<file path="src/rtl/alu_pkg.sv">
// Shared types for the ALU command sequencer: opcode enum, command struct,
// sequencer state enum and the default datapath width.
package alu_pkg;

  localparam int ALU_WIDTH = 32;

  typedef enum logic [2:0] {
    ALU_ADD  = 3'b000,
    ALU_SUB  = 3'b001,
    ALU_INC  = 3'b010,
    ALU_DEC  = 3'b011,
    ALU_PASS = 3'b100,
    ALU_NOT  = 3'b101,
    ALU_OR   = 3'b110,
    ALU_AND  = 3'b111
  } alu_op_e;

  // Operand fields are fixed at ALU_WIDTH; the sequencer's WIDTH must match.
  typedef struct packed {
    logic [ALU_WIDTH-1:0] a;
    logic [ALU_WIDTH-1:0] b;
    alu_op_e              op;
  } alu_cmd_t;

  typedef enum logic [1:0] {
    SEQ_IDLE = 2'd0,
    SEQ_EXEC = 2'd1,
    SEQ_RESP = 2'd2
  } seq_state_e;

endpackage

</file>
<file path="src/rtl/alu_cmd_sequencer_if.sv">
// Bundle of the command, ALU and response buses around alu_cmd_sequencer.
// Handshakes: a transfer happens on a rising edge where valid && ready; the
// sender holds its payload stable while valid is high and ready is low.
// The ALU side is enable/ack: alu_enable stays high until alu_ack is seen.
interface alu_cmd_sequencer_if import alu_pkg::*; #(
  parameter int WIDTH = ALU_WIDTH,
  parameter int DEPTH = 4
);
  localparam int CW = $clog2(DEPTH) + 1;

  logic             cmd_valid;
  logic             cmd_ready;
  logic [WIDTH-1:0] cmd_a;
  logic [WIDTH-1:0] cmd_b;
  logic [2:0]       cmd_op;

  logic [WIDTH-1:0] alu_a;
  logic [WIDTH-1:0] alu_b;
  logic [2:0]       alu_opcode;
  logic             alu_enable;
  logic [WIDTH-1:0] alu_result;
  logic             alu_ack;

  logic             rsp_valid;
  logic             rsp_ready;
  logic [WIDTH-1:0] rsp_result;
  logic [2:0]       rsp_op;
  logic             rsp_err;

  logic             busy;
  logic [CW-1:0]    count;

  // Environment side: producer, ALU and consumer.
  modport master (
    output cmd_valid, cmd_a, cmd_b, cmd_op, alu_result, alu_ack, rsp_ready,
    input  cmd_ready, alu_a, alu_b, alu_opcode, alu_enable,
           rsp_valid, rsp_result, rsp_op, rsp_err, busy, count
  );

  // Sequencer side.
  modport slave (
    input  cmd_valid, cmd_a, cmd_b, cmd_op, alu_result, alu_ack, rsp_ready,
    output cmd_ready, alu_a, alu_b, alu_opcode, alu_enable,
           rsp_valid, rsp_result, rsp_op, rsp_err, busy, count
  );

endinterface

</file>
<file path="src/rtl/alu_cmd_fifo.sv">
// Synchronous command FIFO with occupancy, full and empty flags.
// Pointers wrap naturally because DEPTH is a power of two.
module alu_cmd_fifo import alu_pkg::*; #(
  parameter int DEPTH = 4
) (
  input  logic                   clk,
  input  logic                   rst_n,
  input  logic                   push,
  input  alu_cmd_t               wdata,
  input  logic                   pop,
  output alu_cmd_t               rdata,
  output logic [$clog2(DEPTH):0] count,
  output logic                   full,
  output logic                   empty
);
  localparam int AW = $clog2(DEPTH);
  localparam logic [AW-1:0] PTR_ONE  = AW'(1);
  localparam logic [AW:0]   CNT_ONE  = (AW+1)'(1);
  localparam logic [AW:0]   CNT_FULL = (AW+1)'(DEPTH);

  alu_cmd_t      mem_q [DEPTH];
  logic [AW-1:0] wr_ptr_q, wr_ptr_d;
  logic [AW-1:0] rd_ptr_q, rd_ptr_d;
  logic [AW:0]   count_q, count_d;
  logic          do_push, do_pop;

  assign full    = (count_q == CNT_FULL);
  assign empty   = (count_q == '0);
  assign do_push = push && !full;
  assign do_pop  = pop && !empty;
  assign rdata   = mem_q[rd_ptr_q];
  assign count   = count_q;

  // Pointer and occupancy updates; push and pop together leave count alone.
  always_comb begin
    wr_ptr_d = wr_ptr_q;
    rd_ptr_d = rd_ptr_q;
    count_d  = count_q;
    if (do_push) wr_ptr_d = wr_ptr_q + PTR_ONE;
    if (do_pop)  rd_ptr_d = rd_ptr_q + PTR_ONE;
    case ({do_push, do_pop})
      2'b10:   count_d = count_q + CNT_ONE;
      2'b01:   count_d = count_q - CNT_ONE;
      default: count_d = count_q;
    endcase
  end

  // Pointer/count registers; reset flushes the queue.
  always_ff @(posedge clk) begin
    if (!rst_n) begin
      wr_ptr_q <= '0;
      rd_ptr_q <= '0;
      count_q  <= '0;
    end else begin
      wr_ptr_q <= wr_ptr_d;
      rd_ptr_q <= rd_ptr_d;
      count_q  <= count_d;
    end
  end

  // Storage; contents are don't-care until written, so no reset.
  always_ff @(posedge clk) begin
    if (do_push) mem_q[wr_ptr_q] <= wdata;
  end

endmodule

</file>
<file path="src/rtl/alu_cmd_sequencer.sv">
// Command queue and issue controller in front of an enable/ack ALU.
// Commands are queued, issued one at a time, and the ALU result is captured
// only on ack so a floating result bus never reaches the response port.
// Optional feature: define ALU_SEQ_TIMEOUT_EN to abandon an operation after
// TIMEOUT EXEC cycles without ack, returning rsp_err=1 and rsp_result=0.
module alu_cmd_sequencer import alu_pkg::*; #(
  parameter int WIDTH   = ALU_WIDTH,
  parameter int DEPTH   = 4,
  parameter int TIMEOUT = 15
) (
  input  logic                clk,
  input  logic                rst_n,
  alu_cmd_sequencer_if.slave  bus,
  output seq_state_e          dbg_state
);
  seq_state_e       state_q, state_d;
  logic [WIDTH-1:0] alu_a_q, alu_a_d, alu_b_q, alu_b_d;
  logic [2:0]       alu_op_q, alu_op_d;
  logic             alu_en_q, alu_en_d;
  logic [WIDTH-1:0] rsp_result_q, rsp_result_d;
  logic [2:0]       rsp_op_q, rsp_op_d;
  logic             fifo_pop, fifo_full, fifo_empty;
  alu_cmd_t         fifo_wdata, fifo_rdata;

`ifdef ALU_SEQ_TIMEOUT_EN
  localparam int TW = $clog2(TIMEOUT + 1);
  localparam logic [TW-1:0] TMR_LAST = TW'(TIMEOUT - 1);
  localparam logic [TW-1:0] TMR_ONE  = TW'(1);
  logic [TW-1:0] timer_q, timer_d;
  logic          rsp_err_q, rsp_err_d;
`endif

  assign fifo_wdata = '{a: bus.cmd_a, b: bus.cmd_b, op: alu_op_e'(bus.cmd_op)};

  alu_cmd_fifo #(.DEPTH(DEPTH)) u_fifo (
    .clk   (clk),
    .rst_n (rst_n),
    .push  (bus.cmd_valid && bus.cmd_ready),
    .wdata (fifo_wdata),
    .pop   (fifo_pop),
    .rdata (fifo_rdata),
    .count (bus.count),
    .full  (fifo_full),
    .empty (fifo_empty)
  );

  // Next-state and datapath loads for the IDLE -> EXEC -> RESP issue loop.
  always_comb begin
    state_d      = state_q;
    alu_a_d      = alu_a_q;
    alu_b_d      = alu_b_q;
    alu_op_d     = alu_op_q;
    alu_en_d     = alu_en_q;
    rsp_result_d = rsp_result_q;
    rsp_op_d     = rsp_op_q;
    fifo_pop     = 1'b0;
`ifdef ALU_SEQ_TIMEOUT_EN
    timer_d      = timer_q;
    rsp_err_d    = rsp_err_q;
`endif
    case (state_q)
      SEQ_IDLE: begin
        if (!fifo_empty) begin
          fifo_pop = 1'b1;
          alu_a_d  = fifo_rdata.a;
          alu_b_d  = fifo_rdata.b;
          alu_op_d = fifo_rdata.op;
          alu_en_d = 1'b1;
          state_d  = SEQ_EXEC;
`ifdef ALU_SEQ_TIMEOUT_EN
          timer_d  = '0;
`endif
        end
      end
      SEQ_EXEC: begin
        if (bus.alu_ack) begin
          rsp_result_d = bus.alu_result;
          rsp_op_d     = alu_op_q;
          alu_en_d     = 1'b0;
          state_d      = SEQ_RESP;
`ifdef ALU_SEQ_TIMEOUT_EN
          rsp_err_d    = 1'b0;
        end else if (timer_q == TMR_LAST) begin
          rsp_result_d = '0;
          rsp_op_d     = alu_op_q;
          rsp_err_d    = 1'b1;
          alu_en_d     = 1'b0;
          state_d      = SEQ_RESP;
        end else begin
          timer_d      = timer_q + TMR_ONE;
`endif
        end
      end
      SEQ_RESP: begin
        if (bus.rsp_ready) state_d = SEQ_IDLE;
      end
      default: state_d = SEQ_IDLE;
    endcase
  end

  // State and output registers; reset abandons any in-flight operation.
  always_ff @(posedge clk) begin
    if (!rst_n) begin
      state_q      <= SEQ_IDLE;
      alu_a_q      <= '0;
      alu_b_q      <= '0;
      alu_op_q     <= '0;
      alu_en_q     <= 1'b0;
      rsp_result_q <= '0;
      rsp_op_q     <= '0;
    end else begin
      state_q      <= state_d;
      alu_a_q      <= alu_a_d;
      alu_b_q      <= alu_b_d;
      alu_op_q     <= alu_op_d;
      alu_en_q     <= alu_en_d;
      rsp_result_q <= rsp_result_d;
      rsp_op_q     <= rsp_op_d;
    end
  end

`ifdef ALU_SEQ_TIMEOUT_EN
  // EXEC cycle counter and timeout flag.
  always_ff @(posedge clk) begin
    if (!rst_n) begin
      timer_q   <= '0;
      rsp_err_q <= 1'b0;
    end else begin
      timer_q   <= timer_d;
      rsp_err_q <= rsp_err_d;
    end
  end
  assign bus.rsp_err = rsp_err_q;
`else
  assign bus.rsp_err = 1'b0;
`endif

  assign bus.cmd_ready  = rst_n && !fifo_full;
  assign bus.alu_a      = alu_a_q;
  assign bus.alu_b      = alu_b_q;
  assign bus.alu_opcode = alu_op_q;
  assign bus.alu_enable = alu_en_q;
  assign bus.rsp_valid  = (state_q == SEQ_RESP);
  assign bus.rsp_result = rsp_result_q;
  assign bus.rsp_op     = rsp_op_q;
  assign bus.busy       = (state_q != SEQ_IDLE) || !fifo_empty;
  assign dbg_state      = state_q;

endmodule

</file>
<file path="src/flat_wrapper.sv">
// flat-port wrapper written by rule: the top's interface ports become plain ports
module alu_cmd_sequencer_flat import alu_pkg::*;
#(
  parameter int WIDTH   = ALU_WIDTH,
  parameter int DEPTH   = 4,
  parameter int TIMEOUT = 15
)
  (clk, rst_n, dbg_state, bus_cmd_valid, bus_cmd_a, bus_cmd_b, bus_cmd_op, bus_alu_result, bus_alu_ack, bus_rsp_ready, bus_cmd_ready, bus_alu_a, bus_alu_b, bus_alu_opcode, bus_alu_enable, bus_rsp_valid, bus_rsp_result, bus_rsp_op, bus_rsp_err, bus_busy, bus_count);
  alu_cmd_sequencer_if #(.WIDTH(WIDTH), .DEPTH(DEPTH)) bus_i ();
  input  logic clk;
  input  logic rst_n;
  output seq_state_e dbg_state;
  input wire logic [$bits(bus_i.cmd_valid)-1:0] bus_cmd_valid;
  input wire logic [$bits(bus_i.cmd_a)-1:0] bus_cmd_a;
  input wire logic [$bits(bus_i.cmd_b)-1:0] bus_cmd_b;
  input wire logic [$bits(bus_i.cmd_op)-1:0] bus_cmd_op;
  input wire logic [$bits(bus_i.alu_result)-1:0] bus_alu_result;
  input wire logic [$bits(bus_i.alu_ack)-1:0] bus_alu_ack;
  input wire logic [$bits(bus_i.rsp_ready)-1:0] bus_rsp_ready;
  output wire logic [$bits(bus_i.cmd_ready)-1:0] bus_cmd_ready;
  output wire logic [$bits(bus_i.alu_a)-1:0] bus_alu_a;
  output wire logic [$bits(bus_i.alu_b)-1:0] bus_alu_b;
  output wire logic [$bits(bus_i.alu_opcode)-1:0] bus_alu_opcode;
  output wire logic [$bits(bus_i.alu_enable)-1:0] bus_alu_enable;
  output wire logic [$bits(bus_i.rsp_valid)-1:0] bus_rsp_valid;
  output wire logic [$bits(bus_i.rsp_result)-1:0] bus_rsp_result;
  output wire logic [$bits(bus_i.rsp_op)-1:0] bus_rsp_op;
  output wire logic [$bits(bus_i.rsp_err)-1:0] bus_rsp_err;
  output wire logic [$bits(bus_i.busy)-1:0] bus_busy;
  output wire logic [$bits(bus_i.count)-1:0] bus_count;
  assign bus_i.cmd_valid = bus_cmd_valid;
  assign bus_i.cmd_a = bus_cmd_a;
  assign bus_i.cmd_b = bus_cmd_b;
  assign bus_i.cmd_op = bus_cmd_op;
  assign bus_i.alu_result = bus_alu_result;
  assign bus_i.alu_ack = bus_alu_ack;
  assign bus_i.rsp_ready = bus_rsp_ready;
  assign bus_cmd_ready = bus_i.cmd_ready;
  assign bus_alu_a = bus_i.alu_a;
  assign bus_alu_b = bus_i.alu_b;
  assign bus_alu_opcode = bus_i.alu_opcode;
  assign bus_alu_enable = bus_i.alu_enable;
  assign bus_rsp_valid = bus_i.rsp_valid;
  assign bus_rsp_result = bus_i.rsp_result;
  assign bus_rsp_op = bus_i.rsp_op;
  assign bus_rsp_err = bus_i.rsp_err;
  assign bus_busy = bus_i.busy;
  assign bus_count = bus_i.count;
  alu_cmd_sequencer #(.WIDTH(WIDTH), .DEPTH(DEPTH), .TIMEOUT(TIMEOUT)) u_core (.clk(clk), .rst_n(rst_n), .bus(bus_i), .dbg_state(dbg_state));
endmodule
</file>
<file path="config.mk">
export PLATFORM = sky130hd
export DESIGN_NAME = alu_cmd_sequencer_flat
export DESIGN_NICKNAME = d
export VERILOG_FILES = /design/src/rtl/alu_pkg.sv /design/src/rtl/alu_cmd_sequencer_if.sv /design/src/rtl/alu_cmd_fifo.sv /design/src/rtl/alu_cmd_sequencer.sv /design/src/flat_wrapper.sv
export SDC_FILE = /design/constraint.sdc
export NUM_CORES = 1
export LEC_CHECK = 0
export CAP_MARGIN = 20
export CORE_MARGIN = 4
export CORE_UTILIZATION = 50
export DETAILED_ROUTE_END_ITERATION = 16
export PLACE_DENSITY = 0.82
export SLEW_MARGIN = 10
export SYNTH_ARGS = -nofsm -noshare
export SYNTH_HDL_FRONTEND = slang
export SYNTH_SLANG_ARGS = --single-unit
</file>
<file path="constraint.sdc">
create_clock -name clk -period 10.9 [get_ports clk]
set_clock_uncertainty 0.15 [all_clocks]
set_input_delay 2.18 -clock clk [delete_from_list [all_inputs] [get_ports clk]]
set_output_delay 2.18 -clock clk [all_outputs]
set_load 0.05 [all_outputs]
</file>
# Word-level counts from Yosys, hierarchy flattened
# Memory sizes are Yosys's and may differ from the RTL's. A register that Yosys moved wholly into a read port is not among the register bits.
# Index checks and enable logic that the tools add are counted.
[totals]
regBits = 45
mem_bits_rw = 268
in_bits = 104
out_inout_bits = 112
word_cells = 50
mem_count = 1
[classes]
addsub = 4
eq_ne = 8
n_mux = 12
bitwise_logic = 1
reduce_logical = 17
[mem_list]
columns = ["memory", "depth", "width", "rd", "rd_clocked_by_memory_dff", "wr", "line_no", "rtl"]
rows = [
  ["u_core.u_fifo.mem_q", 4, 67, 1, 1, 1, "alu_cmd_fifo.sv:21", "alu_cmd_t mem_q [DEPTH];"],
]
[ops]
columns = ["cell", "n"]
rows = [
  ["$mux W1", 6],
  ["$mux W2", 3],
  ["$ne A2 B2 Y1 const B", 3],
  ["$pmux W2 S3", 1],
  ["$pmux W3 S2", 1],
  ["$reduce_and A3 Y1", 2],
  ["$reduce_bool A2 Y1", 3],
  ["$add A2 B1 Y2 const B", 2],
  ["$eq A2 B1 Y1 const B", 2],
  ["$eq A2 B2 Y1 const B", 2],
  ["$logic_and A1 B1 Y1", 4],
  ["$reduce_and A2 Y1", 2],
  ["$add A3 B1 Y3 const B", 1],
  ["$eq A3 B3 Y1 const B", 1],
  ["$logic_not A1 Y1", 3],
  ["$logic_not A3 Y1", 1],
  ["$sub A3 B1 Y3 const B", 1],
  ["$logic_not A2 Y1", 1],
  ["$pmux W1 S2", 1],
  ["$logic_or A1 B1 Y1", 1],
  ["$not A1 Y1", 1],
]

# Logic depth before layout (Yosys ltp)
[depth]
depth_word = 7
ltp_mapped = 10
mapped_depth_nobuf = 9

# Hierarchy
# Synthesis repeated with hierarchy kept, for this count alone.
[hier_totals]
hier_cells = 864
area_unflattened_um2 = 14363.8
[by_module_without_submodules]
columns = ["module", "n_inst", "cells_each", "area_each_um2", "seq_area_each_um2"]
rows = [
  ["alu_cmd_fifo", 1, 404, 10191.0, 8227.9],
  ["alu_cmd_sequencer", 1, 460, 4172.8, 2102.0],
]

# Worst setup path before layout
# Ideal clock, no wire load.
[synth_timing]
kind = "input to output"
from = "in rst_n"
to = "out bus_cmd_ready"
arrival_time_ps = 3400
required_ps = 8570
path_slack_ps = 5170
stages = 4
path_buffers = 2
path_cell_list = "buf_2 -> inv_2 -> buf_1 -> a21oi_1"
[synth_between]
elab_chain_len = 1
[synth_lines]
columns = ["item", "line_no", "rtl"]
rows = [
  ["start, declared", "flat_wrapper.sv:11", "input logic rst_n;"],
  ["$logic_and A1 B1 Y1", "alu_cmd_sequencer.sv:138", "assign bus.cmd_ready = rst_n && !fifo_full;"],
  ["end, declared", "flat_wrapper.sv:20", "output wire logic [$bits(bus_i.cmd_ready)-1:0] bus_cmd_ready;"],
]
# No other way between the ends.

# Final worst setup path
# Ends and elaborated chain as after synthesis.

==> results.md <==
* Status: complete, no violations
* Initial Util at 51.3%
* Setup CP Type: in -> out
* # port buffers at 214
* Pwr Density at 267 nW/um^2
* Final slew viol count at 0
* Diode count at 0
* Fmax at 152 MHz
* Net Sw Power at 1.47 mW
* Setup WS post-layout at 4300 ps
* WL final at 27,100 um
* Placed inst area at 15,900 um^2
* Leak at 5.68 nW
* Critical Path End Type: output pin
* Clk buf depth at 3
* Slew headroom at 28.4%
* Setup bufs post-CTS at 0
* Sequential Power Share at 41.3%
* Worst-margin pin slew at 1070 ps
* Yosys cell types at 35
* Fin. Hold Viols at 0
* Fin nets at 1,048
* Vias/cell at 5.58
* Commonest non-fill, non-tap cell in the layout: edfxtp_1
* Layout area overhead at 27.5%
* Setup TNS at 0 ps
* Crit path DAT at 4270 ps
* Peak VDD IR at 218 uV
* Max Cap Viol at 0
* Sw Share at 31.9%
* Fraction of layout cells with a size suffix above 1 at 14.7%
* Internal power at 3.13 mW
* EDFF count, synth at 268
* Drt drc at 0
* Synth async-reset ratio at 0%
* DRT antenna net count at 0
* DRT iter0 DRCs at 454
* GR Util All Layers at 18.0%
* TritonCTS clock tree: done
* Design Area, Final at 17,200 um^2
* Slowest cell on crit path: clkdlybuf4s50_1
* RD Place Congestion at 0.755
* Primary FF master, synth: edfxtp_1
* First-pass GRT wire length at 41,800 um
* Yosys reg bits at 380
* Clock Power Share at 29.5%
* Rows at 59
* Clk Latency, worst-skew pair at 510 ps
* Clock transition at path regs at 60 ps
* Critical path cell sequence: clkdlybuf4s50_1 > inv_2 > a21oi_1 > clkdlybuf4s50_1
* Top-Level Pins at 216
* Req. time, crit path at 8570 ps
* Die Wd at 172 um
* Drt first pass iters at 5
* Die height at 172 um
* Routed wire length per instance at 20.8 um
* Most used cell, CP: clkdlybuf4s50_1
* Fin crit period at 6600 ps
* Resized cells post-CTS at 0
* RSZ-0062 raised after global routing: no
* Worst Path Buf+Inv at 3
* Initial antenna violation count at 1
* Inserted Clock Buffers at 38
* Final period utilization at 60.5%
* CP max FO at 43
* Syn Area/Cell at 18.7 um^2
* Syn_nets at 832
* CP peak stage delay at 830 ps
* Syn. warnings at 0
* Post-DP HPWL at 15,300 um
* Core area at 26,400 um^2
* Vias in the first global route at 7,487
* CP top delay family: buffers and inverters
* Global route total overflow at 0
* Root buffer cell: clkbuf_16
* Most frequent cells in the layout: 268 x edfxtp_1, 214 x clkdlybuf4s50_1, 110 x dfxtp_1
* Largest net degree at the start of global routing at 70
* Setup slack at placement at 4280 ps
* Hold-fix buffers at CTS at 0
* CP startpoint kind: input pin
* Mapped Area at 13,500 um^2
* Clock Sinks at 380
* H-tree depth at 2
* Combinational power share at 29.3%
* Die ar. at 29,700 um^2
* Post-synthesis sequential area ratio at 76.2%
* Post-Syn Instances at 722
* Final setup fails at 0
* Overall via count from detail_route at 7,271
* HP Class: reg -> reg
-- power groups by stage --
stage,Combinational (mW),Clock (mW),Sequential (mW)
after floorplan,0.582,0,2.27
after global placement,1.34,0,1.93
after detailed placement,1.36,0,1.93
after CTS,1.36,1.39,1.90
after global routing,1.42,1.45,1.92
final,1.35,1.36,1.90
-- Yosys cell counts, types with 2 or more instances --
cell type	n	area (um^2)
nand2b_1	2	12.5
mux2i_1	3	30.0
nor2_1	5	18.8
buf_6	5	56.3
o21a_1	2	15.0
buf_1	3	11.3
a21oi_1	40	200
xor2_1	2	17.5
edfxtp_1	268	8050
buf_4	9	67.6
a22o_1	67	587
and3b_1	2	17.5
ha_1	5	62.6
buf_2	19	95.1
dfxtp_1	112	2240
mux4_2	67	1510
nand2_1	74	278
inv_1	8	30.0
clkbuf_1	9	33.8
and2_1	5	31.3
-- through the flow --
stage	hold WS, ps	instances	util, %	power, mW
after floorplan	318	722	-	2.86
after global placement	291	1232	60.2	3.26
after detailed placement	296	1233	60.3	3.29
after CTS	305	1302	65.4	4.65
after global routing	325	1302	65.4	4.80
final	303	1302	65.4	4.60
-- per-layer routing --
metal  global-route usage (%)  routed length, um
met1                     24.3              11100
met2                     30.1              13300
met3                     4.60               2230
met4                     4.10                424
met5                        0                 13
-- path summary, 6_finish.rpt --
path | startpoint | endpoint | slack [ps] | cells after the start
setup / recovery | rst_n | bus_cmd_ready | 4300 | 4
hold / removal | u_core.bus.rsp_result[24] | u_core.bus.rsp_result[24] | 300 | 2
setup reg to reg | u_core.u_fifo.count[0] | u_core.u_fifo.mem_q[2][12] | 8190 | 4
hold reg to reg | u_core.bus.rsp_result[24] | u_core.bus.rsp_result[24] | 300 | 2
-- cell families after synthesis --
logic type      count (synthesis)  share of synthesized area (%)
mux                            70                           11.4
xor+xnor                        2                          0.130
buf+inv                        54                           2.20
compound gates                113                           6.25
fa+ha+maj                       6                          0.611
other cells                     1                         0.0278
simple gates                   96                           3.22
flops                         380                           76.2
-- cell type report --
class / count / area, um^2
Tap cell: 335 / 419
Fill cell: 1780 / 9130
Clock inverter: 14 / 225
Sequential cell: 380 / 10300
Multi-Input combinational cell: 288 / 2930
Clock buffer: 55 / 1100
Timing Repair Buffer: 221 / 2210
Inverter: 9 / 33.8
-- tightest hold or removal path: cells and delay by family, from the launching register on --
family | cells | cell delay (ps)
and+or+nand+nor | 1 | 50
DFF | 1 | 310
AOI/OAI and AO/OA | 1 | 50
-- state kept, by name (all words and copies together), names as in the netlist --
register,flops
u_core.bus.alu_enable,1
u_core.bus.alu_opcode,3
u_core.u_fifo.wr_ptr_q,2
u_core.bus.rsp_op,3
u_core.bus.rsp_result,32
u_core.u_fifo.rd_ptr_q,2
u_core.bus.alu_a,32
u_core.bus.alu_b,32
u_core.dbg_state,2
u_core.u_fifo.mem_q,268
u_core.u_fifo.count,3
No activity file was read; power rests on OpenSTA's default activity.
==> patch, RTL diff (config.mk and constraints unchanged) <==
`DEPTH` is set to 4 in 4 places; all go to 2.
--- a/src/rtl/alu_cmd_sequencer_if.sv
+++ b/src/rtl/alu_cmd_sequencer_if.sv
@@ -4,7 +4,7 @@
 // The ALU side is enable/ack: alu_enable stays high until alu_ack is seen.
 interface alu_cmd_sequencer_if import alu_pkg::*; #(
   parameter int WIDTH = ALU_WIDTH,
-  parameter int DEPTH = 4
+  parameter int DEPTH = 2
 );
   localparam int CW = $clog2(DEPTH) + 1;
 
--- a/src/rtl/alu_cmd_fifo.sv
+++ b/src/rtl/alu_cmd_fifo.sv
@@ -1,7 +1,7 @@
 // Synchronous command FIFO with occupancy, full and empty flags.
 // Pointers wrap naturally because DEPTH is a power of two.
 module alu_cmd_fifo import alu_pkg::*; #(
-  parameter int DEPTH = 4
+  parameter int DEPTH = 2
 ) (
   input  logic                   clk,
   input  logic                   rst_n,
--- a/src/rtl/alu_cmd_sequencer.sv
+++ b/src/rtl/alu_cmd_sequencer.sv
@@ -5,7 +5,7 @@
 // TIMEOUT EXEC cycles without ack, returning rsp_err=1 and rsp_result=0.
 module alu_cmd_sequencer import alu_pkg::*; #(
   parameter int WIDTH   = ALU_WIDTH,
-  parameter int DEPTH   = 4,
+  parameter int DEPTH   = 2,
   parameter int TIMEOUT = 15
 ) (
   input  logic                clk,
--- a/src/flat_wrapper.sv
+++ b/src/flat_wrapper.sv
@@ -2,7 +2,7 @@
 module alu_cmd_sequencer_flat import alu_pkg::*;
 #(
   parameter int WIDTH   = ALU_WIDTH,
-  parameter int DEPTH   = 4,
+  parameter int DEPTH   = 2,
   parameter int TIMEOUT = 15
 )
   (clk, rst_n, dbg_state, bus_cmd_valid, bus_cmd_a, bus_cmd_b, bus_cmd_op, bus_alu_result, bus_alu_ack, bus_rsp_ready, bus_cmd_ready, bus_alu_a, bus_alu_b, bus_alu_opcode, bus_alu_enable, bus_rsp_valid, bus_rsp_result, bus_rsp_op, bus_rsp_err, bus_busy, bus_count);
Ports: changed (resized bus_count); port bits go from 216 to 215. The function was not compared with the original's and may differ.
==> patch against the unedited design <==
- setup slack better by 0.46 ns
- cell area shrank 32%
- sequential cell count is 137 lower
- core utilization grew 3.1 points
- non-clock buffer count unchanged
- wire length decreased by 23%
- sequential share of layout area is 7.0 points lower
- synthesized area shrank 36%
- power is 24% lower
- clock power decreased by 41%
- critical endpoint unchanged
==> patch: results (changes against the unedited design) <==
Arr. time, crit path 3.80 ns (-0.47 ns); I/O Buffers 213 (-0.47%); Net Count, Synth 737 (-11%); Final Setup Violations 0 (unchanged); Seq/Total Area, Yosys 0.7122 (-0.04939); max reg flops 134 (-50%); clk root buf clkbuf_16; Leakage 3.869 nW (-32%); clock-pin slew on the worst setup and hold paths 0.06 ns (about the same); Post-DP Area 0.01096 mm² (-31%); routability cong. 0.9425 (+25%); DP Worst Slack 4.778 ns (+0.4935 ns); GRT Overall Usage 0.2010 (+0.02059); number of global-route vias before repair 6090 (-19%); Vias 5870 (-19%); number of antenna violations at the first check in global routing 0 (-1); layout cells sized above 1 0.08726 (-0.05958); number of synthesized flops with an enable pin 134 (-50%); status finished, final reports clean; Synth cell types 31 (-11%); First-pass DRT Iterations 5 (unchanged); Layout Nets 935 (-11%); crit path max fanout 5 (-88%); Async SR Flop Fraction 0 (unchanged); PostCTS Resize Cnt 0 (unchanged); Antenna diodes 0 (unchanged); type of the tightest min-delay check register to register; Num CTS Buffers 24 (-37%); H-tree depth 1 (-1); largest net degree at the start of global routing 69 (-1.4%); Sw Share 0.3993 (+0.07998); maximum vdd drop 0.0002356 V (+8.2%); first-pass GRT wire length 31970 µm (-23%); reg2reg start u_core.u_fifo.count[0]; DR iter-0 viols 359 (-21%); Gate Count Post-Synth 632 (-12%); Post-DP HPWL 12880 µm (-16%); Clock Path Buffers 3 (unchanged); Final Non-Filler Cells 1073 (-18%); Worst-Margin Slew 1.010 ns (-0.06351 ns); Most flops, register u_core.u_fifo.mem_q; placed insts 1028 (-17%); yosys warns 0 (unchanged); routed len/inst 19.37 µm (-6.9%); postcts setup bufs 0 (unchanged); Synth area leaders edfxtp_1, dfxtp_1, mux2i_1, a21oi_1, a211oi_1; worst skew pair latency 0.51 ns (about the same); hold wc startpoint u_core.bus.rsp_op[2]; Post-synth top cells edfxtp_1, dfxtp_1, a21oi_1, nand2_1, mux2i_1; CP Launch Point rst_n
-- patch: changes by cell type in the layout (fill, tap and decap cells not counted), moves of 19 or more --
cell      before  now
mux2i_1        3   68
a211oi_2       1   20
a21oi_1       40  105
edfxtp_1     268  134
mux4_2        67    0
a22o_1        67    0
a211oi_1       0   47
-- patch: power groups by stage --
| stage | combinational, mW | sequential (mW) | clock, mW |
|---|---|---|---|
| 5_1_grt | 1.48 | 1.29 | 0.856 |
| 4_1_cts | 1.42 | 1.27 | 0.814 |
| 6_report | 1.41 | 1.27 | 0.799 |
| 3_5_place_dp | 1.41 | 1.29 | 0 |
| 3_3_place_gp | 1.38 | 1.28 | 0 |
| 2_1_floorplan | 0.554 | 1.69 | 0 |
-- patch: logic make-up after synthesis --
family | synth area share
flops | 0.7122
compound gates | 0.1341
simple gates | 0.04193
mux | 0.07812
buf+inv | 0.02972
xor+xnor | 0.002011
fa+ha+maj | 0.001436
other cells | 0.0004304
-- patch: cell type report --
cell class | count | area (µm²)
Multi-Input combinational cell | 338 | 2271
Clock inverter | 10 | 87.58
Sequential cell | 243 | 6210
Tap cell | 225 | 281.5
Timing Repair Buffer | 221 | 2200
Fill cell | 1183 | 5419
Clock buffer | 34 | 698.2
Inverter | 2 | 10.01
-- patch: routing by layer --
layer / GRT usage / share of wire / up-vias
met5: 0 / 0 / -
met4: 0.04946 / 0.021 / 0
met3: 0.05224 / 0.072 / 35
met2: 0.3710 / 0.51 / 221
met1: 0.2333 / 0.40 / 2880
li1: - / - / 2734
-- patch: worst paths after layout --
kind	endpoint	slack, ns	depth (start not counted)
worst max-delay path	bus_cmd_ready	4.77	3
worst min-delay path	u_core.bus.rsp_op[2]	0.30	2
worst max register to register	u_core.u_fifo.mem_q[0][24]	8.26	3
worst min register to register	u_core.bus.rsp_op[2]	0.30	2
-- patch: critical path: stages --
cell and delay (ns):
clkdlybuf4s50_1 0.60, o21a_1 0.20, clkdlybuf4s50_1 0.82
